--- src/rtl/dmem_arbiter.sv ---
// dmem_arbiter: shares the single data-memory port between the core MEM stage and an ext port.
// Optional starvation guard is enabled by defining DMEM_ARB_STARVE_EN.
module dmem_arbiter #(
  parameter int DATA_W     = 32,
  parameter int DM_ADDRESS = 9,
  parameter int STARVE_LIM = 8,
  parameter int BURST_MAX  = 4
) (
  input  logic                  clk,
  input  logic                  reset,
  input  logic                  core_we,
  input  logic                  core_re,
  input  logic [DM_ADDRESS-1:0] core_addr,
  input  logic [DATA_W-1:0]     core_wdata,
  input  logic [2:0]            core_func3,
  output logic [DATA_W-1:0]     core_rdata,
  output logic                  core_stall,
  input  logic                  ext_req,
  input  logic                  ext_we,
  input  logic [DM_ADDRESS-1:0] ext_addr,
  input  logic [DATA_W-1:0]     ext_wdata,
  output logic                  ext_gnt,
  output logic                  ext_rvalid,
  output logic [DATA_W-1:0]     ext_rdata,
  output logic                  mem_we,
  output logic                  mem_re,
  output logic [DM_ADDRESS-1:0] mem_addr,
  output logic [DATA_W-1:0]     mem_wdata,
  output logic [2:0]            mem_func3,
  input  logic [DATA_W-1:0]     mem_rd_data
);

  localparam int BW = (BURST_MAX > 1) ? $clog2(BURST_MAX) : 1;
  localparam logic [BW-1:0] BURST_LAST = BW'(BURST_MAX - 1);

  typedef enum logic {
    S_CORE = 1'b0,
    S_EXT  = 1'b1
  } state_e;

  state_e              state_q, state_d;
  logic [BW-1:0]       burst_q, burst_d;
  logic                rvalid_q, rvalid_d;
  logic [DATA_W-1:0]   rdata_q, rdata_d;
  logic                core_act;
  logic                force_ext;

  assign core_act   = core_we | core_re;
  assign core_rdata = mem_rd_data;
  assign ext_rvalid = rvalid_q;
  assign ext_rdata  = rdata_q;

`ifdef DMEM_ARB_STARVE_EN
  localparam int SW = (STARVE_LIM > 1) ? $clog2(STARVE_LIM) : 1;
  localparam logic [SW-1:0] STARVE_LAST = SW'(STARVE_LIM - 1);

  logic [SW-1:0] starve_q, starve_d;

  assign force_ext = (starve_q == STARVE_LAST);

  // count consecutive cycles ext is blocked by core traffic
  always_comb begin
    starve_d = '0;
    if (state_q == S_CORE && ext_req && core_act && !force_ext) begin
      starve_d = starve_q + 1'b1;
    end
  end

  // starvation counter register
  always_ff @(posedge clk) begin
    if (reset) begin
      starve_q <= '0;
    end else begin
      starve_q <= starve_d;
    end
  end
`else
  assign force_ext = 1'b0;
`endif

  // ownership decision, port mux and ext read capture
  always_comb begin
    state_d    = state_q;
    burst_d    = burst_q;
    rvalid_d   = 1'b0;
    rdata_d    = rdata_q;
    ext_gnt    = 1'b0;
    core_stall = 1'b0;
    mem_we     = core_we;
    mem_re     = core_re;
    mem_addr   = core_addr;
    mem_wdata  = core_wdata;
    mem_func3  = core_func3;
    unique case (state_q)
      S_CORE: begin
        if (ext_req && (!core_act || force_ext)) begin
          state_d = S_EXT;
          burst_d = '0;
        end
      end
      S_EXT: begin
        mem_we     = ext_req & ext_we;
        mem_re     = ext_req & ~ext_we;
        mem_addr   = ext_addr;
        mem_wdata  = ext_wdata;
        mem_func3  = 3'b010;
        ext_gnt    = ext_req;
        core_stall = core_act;
        if (!ext_req) begin
          state_d = S_CORE;
        end else begin
          if (!ext_we) begin
            rvalid_d = 1'b1;
            rdata_d  = mem_rd_data;
          end
          if (burst_q == BURST_LAST) begin
            burst_d = '0;
            if (core_act) begin
              state_d = S_CORE;
            end
          end else begin
            burst_d = burst_q + 1'b1;
          end
        end
      end
    endcase
  end

  // state, burst and read-return registers
  always_ff @(posedge clk) begin
    if (reset) begin
      state_q  <= S_CORE;
      burst_q  <= '0;
      rvalid_q <= 1'b0;
      rdata_q  <= '0;
    end else begin
      state_q  <= state_d;
      burst_q  <= burst_d;
      rvalid_q <= rvalid_d;
      rdata_q  <= rdata_d;
    end
  end

endmodule

--- config.mk ---
export PLATFORM = sky130hd
export DESIGN_NAME = dmem_arbiter
export DESIGN_NICKNAME = d
export VERILOG_FILES = /design/src/rtl/dmem_arbiter.sv
export SDC_FILE = /design/constraint.sdc
export NUM_CORES = 1
export LEC_CHECK = 0
export ABC_CLOCK_PERIOD_IN_PS = 1370
export CELL_PAD_IN_SITES_DETAIL_PLACEMENT = 0
export CELL_PAD_IN_SITES_GLOBAL_PLACEMENT = 1
export CORE_MARGIN = 10
export CORE_UTILIZATION = 20
export DETAILED_ROUTE_END_ITERATION = 8
export PLACE_DENSITY = 0.78
export SYNTH_ARGS = -nofsm -noshare
export SYNTH_HDL_FRONTEND = slang
export SYNTH_SLANG_ARGS = --single-unit
export TNS_END_PERCENT = 1
--- constraint.sdc ---
create_clock -name clk -period 1.37 [get_ports clk]
set_input_delay 0.2055 -clock clk [delete_from_list [all_inputs] [get_ports clk]]
set_output_delay 0.2055 -clock clk [all_outputs]
set_load 0.1 [all_outputs]
==> impl_metrics.prom, run 1 <==
# TYPE chip_impl_metric gauge
chip_impl_metric{name="synth_area",unit="um^2"} 2410
chip_impl_info{name="yosys_most_used_dff",value="sky130_fd_sc_hd__dfxtp_1"} 1
chip_impl_metric{name="setup_violations",unit=""} 80
chip_impl_info{name="grt_setup_unrepaired",value="true"} 1
chip_impl_metric{name="maxSlewViolCount",unit=""} 0
chip_impl_info{name="cp_cell_sequence",value="clkbuf_16 -> mux2_2 -> buf_12"} 1
chip_impl_metric{name="drt-wirelength-per-cell",unit="um"} 18.71
chip_impl_metric{name="muxShareOfSynthArea",unit="%"} 32.45
chip_impl_metric{name="grt_pass1_wl",unit="um"} 16790
chip_impl_metric{name="grt_overflow_total",unit=""} 0
chip_impl_metric{name="detail-route-antenna-nets",unit=""} 0
chip_impl_metric{name="placed_area",unit="um^2"} 5856
chip_impl_metric{name="first_global_vias",unit=""} 2828
chip_impl_metric{name="ff2ff_path_depth",unit=""} 5
chip_impl_metric{name="final.hold.worst_slack",unit="ps"} 244.8
chip_impl_info{name="netlist_top_cells_area",value="sky130_fd_sc_hd__dfxtp_1 (30%), sky130_fd_sc_hd__mux2_2 (19%), sky130_fd_sc_hd__nand2b_1 (17%)"} 1
chip_impl_metric{name="cellPowerDensity",unit="nW/um^2"} 764.9
chip_impl_metric{name="clk-insertion-delay-late",unit="ps"} 270
chip_impl_metric{name="yosys_warnings",unit=""} 0
chip_impl_metric{name="grt_start_max_net_pins",unit=""} 34
chip_impl_info{name="synth_top_family_by_area",value="multiplexers"} 1
chip_impl_info{name="critical_path.reg2reg.startpoint",value="state_q"} 1
chip_impl_metric{name="standard_cell_row_count",unit=""} 40
chip_impl_info{name="cpLargestDelayFamily",value="flip-flops"} 1
chip_impl_metric{name="ctsLongestPathBuffers",unit=""} 2
chip_impl_metric{name="insertedDiodeCount",unit=""} 0
chip_impl_metric{name="core_region_area",unit="um^2"} 11910
chip_impl_metric{name="pre_cts_ws",unit="ps"} -175.6
chip_impl_metric{name="via_count",unit=""} 2428
chip_impl_metric{name="placement.io_buffers",unit=""} 235
chip_impl_metric{name="instances_no_fill",unit=""} 597
chip_impl_metric{name="cap_violations",unit=""} 0
chip_impl_metric{name="final_layout_size_suffix_gt1_share",unit="%"} 41.33
chip_impl_metric{name="worstPathRequired",unit="ps"} 1160
chip_impl_metric{name="maximum_fanout_along_the_worst_path",unit=""} 11
chip_impl_metric{name="setup.reg_to_reg.worst_slack",unit="ps"} -90
chip_impl_info{name="synth_top_cell_by_area",value="sky130_fd_sc_hd__dfxtp_1"} 1
chip_impl_metric{name="worst-path-stages",unit=""} 3
chip_impl_metric{name="drtIter0Drc",unit=""} 74
chip_impl_info{name="ctsRootBufferMaster",value="sky130_fd_sc_hd__clkbuf_16"} 1
chip_impl_metric{name="dp_hpwl",unit="um"} 9487
chip_impl_metric{name="layout.nets",unit=""} 573
chip_impl_metric{name="synth_sequential_area_ratio",unit="%"} 29.91
chip_impl_metric{name="yosys_register_bits",unit=""} 36
chip_impl_metric{name="worst_ep_arrival_time",unit="ps"} 1410
chip_impl_metric{name="routabilityCongestion",unit=""} 0.8015
chip_impl_metric{name="post_synth_and_or_nand_nor_area_fraction",unit="%"} 19.57
chip_impl_metric{name="layout_min_cycle_time",unit="ps"} 1615
chip_impl_metric{name="syn_nets",unit=""} 368
chip_impl_info{name="tritoncts",value="built"} 1
chip_impl_metric{name="synthArstFlopShare",unit="%"} 0
chip_impl_info{name="outcome",value="finished, violations left"} 1
chip_impl_metric{name="timing.final.hold_violations",unit=""} 0
chip_impl_metric{name="synth_top_area_share",unit="%"} 29.91
chip_impl_metric{name="post_synth.cell_area_avg",unit="um^2"} 9.876
chip_impl_metric{name="clock_skew",unit="ps"} 6.463
chip_impl_metric{name="synth_cells",unit=""} 244
chip_impl_metric{name="cts.htree.levels",unit=""} 2
chip_impl_metric{name="worst_path_largest_cell_delay",unit="ps"} 400
chip_impl_metric{name="setup_slack",unit="ps"} -245.4
chip_impl_metric{name="fp.dieW",unit="um"} 129.8
chip_impl_info{name="holdCritPathClass",value="in2reg"} 1
chip_impl_metric{name="synth-compound-area-share",unit="%"} 2.336
chip_impl_metric{name="design.die.area",unit="um^2"} 16840
chip_impl_metric{name="syn_to_final_growth",unit="%"} 156.0
chip_impl_metric{name="yosys.area_share.xor_xnor",unit="%"} 0
chip_impl_metric{name="initial_core_util",unit="%"} 20.23
chip_impl_metric{name="achievable-frequency",unit="MHz"} 619.1
chip_impl_metric{name="drt_pre_antenna_iters",unit=""} 4
chip_impl_metric{name="p_leak",unit="nW"} 2.466
chip_impl_metric{name="track_usage",unit="%"} 12.73
chip_impl_metric{name="worst_slew_margin_rel",unit="%"} 80.11
chip_impl_info{name="regToRegEndpoint",value="ext_rdata[4]"} 1
chip_impl_metric{name="post_synth_fa_ha_maj_area_fraction",unit="%"} 0.5192
chip_impl_metric{name="design_area",unit="um^2"} 6168
chip_impl_metric{name="wl",unit="um"} 11170
chip_impl_metric{name="grt_antenna_before_repair",unit=""} 0
chip_impl_metric{name="design.portCount",unit=""} 236
chip_impl_metric{name="final.period_utilization",unit="%"} 117.9
chip_impl_metric{name="placed_cells",unit=""} 587
chip_impl_metric{name="worst_setup_hold_path_clk_slew",unit="ps"} 60
chip_impl_info{name="critPathSlowestCell",value="sky130_fd_sc_hd__dfxtp_4"} 1
chip_impl_metric{name="detail_route.drc_violations",unit=""} 0
chip_impl_metric{name="floorplan.die.height",unit="um"} 129.8
chip_impl_metric{name="ir_worst_vdd",unit="uV"} 558.3
chip_impl_metric{name="tritoncts.num_buffers",unit=""} 5
chip_impl_info{name="critical_path.startpoint",value="state_q"} 1
chip_impl_metric{name="num-fill-cells",unit=""} 1022
chip_impl_info{name="crit_path_end",value="mem_wdata[30]"} 1
chip_impl_info{name="timing.critical_path.to_type",value="output pin"} 1
chip_impl_info{name="crit_path_start_kind",value="flip-flop"} 1
chip_impl_info{name="post_synth_most_frequent_cells",value="sky130_fd_sc_hd__nand2b_1 (64), sky130_fd_sc_hd__mux2_2 (41), sky130_fd_sc_hd__dfxtp_1 (36)"} 1
chip_impl_info{name="criticalPathCategory",value="reg2out"} 1
chip_impl_metric{name="synth_edf_count",unit=""} 0
chip_impl_metric{name="tightest_slew",unit="ps"} 294.6
chip_impl_info{name="synth.most_common_cell",value="sky130_fd_sc_hd__nand2b_1"} 1
chip_impl_metric{name="drt-vias-per-instance",unit=""} 4.067
chip_impl_info{name="failing_checks",value="setup timing"} 1
chip_impl_metric{name="cts_sinks",unit=""} 36
chip_impl_metric{name="netlist-cell-type-count",unit=""} 24
chip_impl_metric{name="number_of_buffers_and_inverters_on_the_critical_path",unit=""} 2
registers in the layout, summed over array words and instances, names as in the netlist:
signal and count:
state_q 1, burst_q 2, ext_rvalid 1, ext_rdata 32
layout by cell type (no fill, tap or decap):
master / instances
sky130_fd_sc_hd__a21o_2: 1
sky130_fd_sc_hd__a21oi_1: 1
sky130_fd_sc_hd__a22o_4: 1
sky130_fd_sc_hd__a311oi_1: 1
sky130_fd_sc_hd__and2_1: 1
sky130_fd_sc_hd__and2_2: 1
sky130_fd_sc_hd__and3b_2: 1
sky130_fd_sc_hd__buf_12: 115
sky130_fd_sc_hd__buf_16: 1
sky130_fd_sc_hd__buf_2: 1
sky130_fd_sc_hd__buf_4: 8
sky130_fd_sc_hd__clkbuf_16: 6
sky130_fd_sc_hd__clkdlybuf4s50_1: 121
sky130_fd_sc_hd__clkinv_2: 2
sky130_fd_sc_hd__clkinv_4: 1
sky130_fd_sc_hd__dfxtp_1: 35
sky130_fd_sc_hd__dfxtp_4: 1
sky130_fd_sc_hd__ha_1: 1
sky130_fd_sc_hd__inv_1: 2
sky130_fd_sc_hd__inv_2: 1
sky130_fd_sc_hd__mux2_2: 8
sky130_fd_sc_hd__mux2_4: 33
sky130_fd_sc_hd__mux2i_1: 32
sky130_fd_sc_hd__nand2b_1: 64
sky130_fd_sc_hd__nand4b_1: 1
sky130_fd_sc_hd__nor2_1: 1
sky130_fd_sc_hd__nor2_4: 1
sky130_fd_sc_hd__nor2b_1: 1
sky130_fd_sc_hd__nor2b_2: 2
sky130_fd_sc_hd__o211a_1: 1
sky130_fd_sc_hd__o21bai_1: 1
sky130_fd_sc_hd__o311ai_0: 1
sky130_fd_sc_hd__or2_4: 1
sky130_fd_sc_hd__or3b_2: 1
layout make-up:
cell class	count	area [um^2]	share of cell area, %
clock buffers	5	125.1	2.028
clock inverters	3	18.77	0.3043
inverters	3	11.26	0.1826
multi-input cells	156	1474	23.89
flip-flops and latches	36	724.4	11.74
well taps	147	183.9	2.982
repair buffers	247	3631	58.86
worst min path at each step:
stage / endpoint / depth (start not counted) / start
final: burst_q[0] / 2 / reset
after global routing: burst_q[0] / 2 / reset
after CTS: burst_q[0] / 2 / reset
after detailed placement: burst_q[0] / 1 / burst_q[0]
after global placement: burst_q[0] / 1 / burst_q[0]
after floorplan: burst_q[0] / 1 / ext_req
cell families after synthesis:
family                     count (synthesis)
adders and majority gates                  1
muxes                                     73
and+or+nand+nor                           75
DFF                                       36
AOI/OAI and AO/OA                          7
buffers and inverters                     52
power by group:
part           internal [mW]  switching, mW
clock network          0.669          0.420
registers               1.06         0.0131
logic                   1.08           1.48
stage by stage:
stage          TNS, ps  total power, mW  util [%]
2_1_floorplan   -999.8            2.527         -
3_3_place_gp     -3393            3.588     49.16
3_5_place_dp     -4722            3.604     49.16
4_1_cts          -9829            4.753     50.95
5_1_grt         -16020            4.894     51.79
6_report        -11340            4.718     51.79
routing by layer:
layer  up-vias  track usage, %  share of wire, %
met3         8           3.570               5.8
met1      1161           12.42                33
met4         0           2.381               1.3
met5         -               0                 0
li1       1187               -                 -
met2        72           25.83                60
what timing repair did:
| item | in CTS | in global routing |
|---|---|---|
| pin swaps | 1 | 1 |
| setup endpoints to repair | 48 | 79 |
| gates cloned | 0 | 1 |
| hold buffers | 0 | 0 |
| resized for setup | 20 | 17 |
| hold endpoints to repair | 0 | 0 |
| setup buffers | 0 | 1 |
Power figures use the tool's default switching activity.
==> run 2, diff against run 1 <==
- CTS_CLUSTER_SIZE: unset -> 25
==> results of run 2 <==
Final layout, timing and power as in run 1 (identical DEF).
==> run 3, diff against run 2 <==
- MAX_ROUTING_LAYER: unset -> met4
- PLACE_DENSITY: 0.78 -> 0.87
==> run 3 against run 2 <==
Compared with the run above:
- the flow still finishes with violations (setup timing)
- worst setup slack worse by 21 ps
- combinational power hardly changed
- global-route usage is 0.26 points higher
- routed wire length is 0.18% higher
- critical path depth is 1 higher
- final cell count is 0.34% higher
- flip-flop and latch count stayed put
- worst hold slack worse by 4.9 ps
- total power is 1.3% higher
- sequential power hardly changed
- core utilization is 0.13 points higher
==> impl_metrics.prom, run 3 (synthesis gave the netlist of run 1 again) <==
# TYPE chip_impl_metric gauge
chip_impl_metric{name="utilization",unit="%"} 51.91
chip_impl_metric{name="clock_skew",unit="ps"} 3.398
chip_impl_info{name="tritoncts",value="built"} 1
chip_impl_metric{name="achievable-frequency",unit="MHz"} 611.2
chip_impl_metric{name="final.period_utilization",unit="%"} 119.4
chip_impl_metric{name="power_report.internal_total",unit="mW"} 2.854
chip_impl_metric{name="comb_power_share",unit="%"} 53.5
chip_impl_metric{name="ir_worst_vdd",unit="uV"} 457.7
chip_impl_metric{name="number_of_buffers_and_inverters_on_the_critical_path",unit=""} 2
chip_impl_metric{name="worst_ep_arrival_time",unit="ps"} 1430
chip_impl_metric{name="core_region_area",unit="um^2"} 11910
chip_impl_info{name="most_common_cell_after_layout_fill_and_taps_aside",value="sky130_fd_sc_hd__clkdlybuf4s50_1"} 1
chip_impl_metric{name="tightest_slew",unit="ps"} 277.3
chip_impl_info{name="holdCritPathClass",value="in2reg"} 1
chip_impl_info{name="criticalPathCategory",value="reg2out"} 1
chip_impl_metric{name="worst_path_largest_cell_delay",unit="ps"} 400
chip_impl_metric{name="placed_cells",unit=""} 587
chip_impl_info{name="grt_setup_unrepaired",value="true"} 1
chip_impl_info{name="timing.critical_path.to_type",value="output pin"} 1
chip_impl_metric{name="grt_overflow_total",unit=""} 0
chip_impl_metric{name="dp_hpwl",unit="um"} 9377
chip_impl_metric{name="syn_to_final_growth",unit="%"} 156.6
chip_impl_info{name="outcome",value="finished, violations left"} 1
chip_impl_metric{name="detail_route.drc_violations",unit=""} 0
chip_impl_metric{name="largest_reg_flops",unit=""} 32
chip_impl_metric{name="first_global_vias",unit=""} 2769
chip_impl_metric{name="tritoncts.num_buffers",unit=""} 5
chip_impl_metric{name="initial_core_util",unit="%"} 20.23
chip_impl_metric{name="design.die.area",unit="um^2"} 16840
chip_impl_metric{name="layout_min_cycle_time",unit="ps"} 1636
chip_impl_metric{name="p_sw_share",unit="%"} 40.32
chip_impl_info{name="cpLargestDelayFamily",value="flip-flops"} 1
chip_impl_metric{name="standard_cell_row_count",unit=""} 40
chip_impl_metric{name="wl",unit="um"} 11190
chip_impl_metric{name="routabilityCongestion",unit=""} 0.8090
chip_impl_metric{name="drtIter0Drc",unit=""} 67
chip_impl_info{name="failing_checks",value="setup timing"} 1
chip_impl_metric{name="layout.nets",unit=""} 575
chip_impl_metric{name="setup-tns-final",unit="ps"} -10950
chip_impl_metric{name="pre_cts_ws",unit="ps"} -154.9
chip_impl_info{name="ctsRootBufferMaster",value="sky130_fd_sc_hd__clkbuf_16"} 1
chip_impl_metric{name="floorplan.die.height",unit="um"} 129.8
chip_impl_metric{name="placement.io_buffers",unit=""} 235
chip_impl_metric{name="insertedDiodeCount",unit=""} 0
chip_impl_metric{name="worst_slew_margin_rel",unit="%"} 81.28
chip_impl_metric{name="final.hold.worst_slack",unit="ps"} 239.9
chip_impl_metric{name="maximum_fanout_along_the_worst_path",unit=""} 6
chip_impl_metric{name="instances_no_fill",unit=""} 599
chip_impl_metric{name="worstPathRequired",unit="ps"} 1160
chip_impl_info{name="final_cell_mix",value="sky130_fd_sc_hd__clkdlybuf4s50_1 (121), sky130_fd_sc_hd__buf_12 (116), sky130_fd_sc_hd__nand2b_1 (64)"} 1
chip_impl_metric{name="worst_setup_hold_path_clk_slew",unit="ps"} 60
chip_impl_metric{name="fp.dieW",unit="um"} 129.8
chip_impl_metric{name="design_area",unit="um^2"} 6183
chip_impl_metric{name="cts_sinks",unit=""} 36
chip_impl_metric{name="switching_power",unit="mW"} 1.928
chip_impl_metric{name="cellPowerDensity",unit="nW/um^2"} 773.3
chip_impl_info{name="crit_path_start_kind",value="flip-flop"} 1
chip_impl_metric{name="via_count",unit=""} 2415
chip_impl_metric{name="ctsLongestPathBuffers",unit=""} 2
chip_impl_metric{name="drt_pre_antenna_iters",unit=""} 4
chip_impl_metric{name="cap_violations",unit=""} 0
chip_impl_metric{name="grt_pass1_wl",unit="um"} 16380
chip_impl_metric{name="p_total",unit="mW"} 4.782
chip_impl_metric{name="design.portCount",unit=""} 236
chip_impl_metric{name="grt_start_max_net_pins",unit=""} 35
chip_impl_info{name="critPathSlowestCell",value="sky130_fd_sc_hd__dfxtp_4"} 1
chip_impl_info{name="cp_cell_sequence",value="buf_4 -> and3b_2 -> a21o_2 -> buf_12"} 1
chip_impl_metric{name="detail-route-antenna-nets",unit=""} 0
chip_impl_metric{name="p_leak",unit="nW"} 2.467
chip_impl_metric{name="drt-wirelength-per-cell",unit="um"} 18.68
chip_impl_metric{name="setup_slack",unit="ps"} -266.2
chip_impl_metric{name="cts.hold.buffers_added",unit=""} 0
chip_impl_metric{name="p_clk_share",unit="%"} 24.1
chip_impl_metric{name="pwr-share-seq",unit="%"} 22.4
chip_impl_metric{name="grt_antenna_before_repair",unit=""} 0
chip_impl_metric{name="clk-insertion-delay-late",unit="ps"} 280
chip_impl_metric{name="setup_violations",unit=""} 66
chip_impl_metric{name="track_usage",unit="%"} 12.99
chip_impl_metric{name="maxSlewViolCount",unit=""} 0
chip_impl_metric{name="timing.final.hold_violations",unit=""} 0
chip_impl_metric{name="final_layout_size_suffix_gt1_share",unit="%"} 41.37
chip_impl_metric{name="cts.htree.levels",unit=""} 2
chip_impl_metric{name="placed_area",unit="um^2"} 5856
chip_impl_metric{name="drt-vias-per-instance",unit=""} 4.032
==> run 3: cell count changes in the layout (fill, tap and decap cells not counted), sizes merged <==
cell / before / now
clkinv: 3 / 2
buf: 125 / 127
clkbuf: 6 / 7
==> run 3: what timing repair did <==
item,4_1_cts,5_1_grt
resized for setup,25,6
gates cloned,1,1
endpoints found under the setup margin,47,80
buffers inserted,0,2
pin swaps,0,2
==> run 3: routing by layer <==
layer	GRT usage [%]	wire length (um)	up-vias
li1	-	-	1192
met1	12.83	3814	1149
met2	25.41	6758	68
met3	2.921	502	6
met4	2.513	114	0
met5	-	0	-
==> run 3: cell type report <==
type / count / area, um^2
Inverter: 3 / 11.26
Timing Repair Buffer: 249 / 3659
Sequential cell: 36 / 724.4
Fill cell: 1025 / 5728
Tap cell: 147 / 183.9
Multi-Input combinational cell: 156 / 1456
Clock inverter: 2 / 10.01
Clock buffer: 6 / 138.9
==> run 3: power by group through the flow <==
stage          clock, mW  sequential, mW  combinational, mW
2_1_floorplan          0            1.15               1.38
5_1_grt             1.23            1.07               2.63
6_report            1.15            1.07               2.56
3_5_place_dp           0            1.09               2.51
4_1_cts             1.20            1.07               2.56
3_3_place_gp           0            1.09               2.49
==> run 3: worst reg2reg max path, stage by stage, from the launching register on <==
cell	delay, ps
sky130_fd_sc_hd__dfxtp_4	450
sky130_fd_sc_hd__buf_4	160
sky130_fd_sc_hd__and3b_2	220
sky130_fd_sc_hd__buf_12	240
sky130_fd_sc_hd__mux2i_1	270
==> run 3: final timing paths <==
check	depth (start not counted)	endpoint	startpoint	slack [ps]
setup reg to reg	4	ext_rdata[25]	state_q	-30
setup / recovery	4	mem_re	state_q	-270
hold reg to reg	1	burst_q[0]	burst_q[0]	500
hold / removal	2	burst_q[0]	reset	240
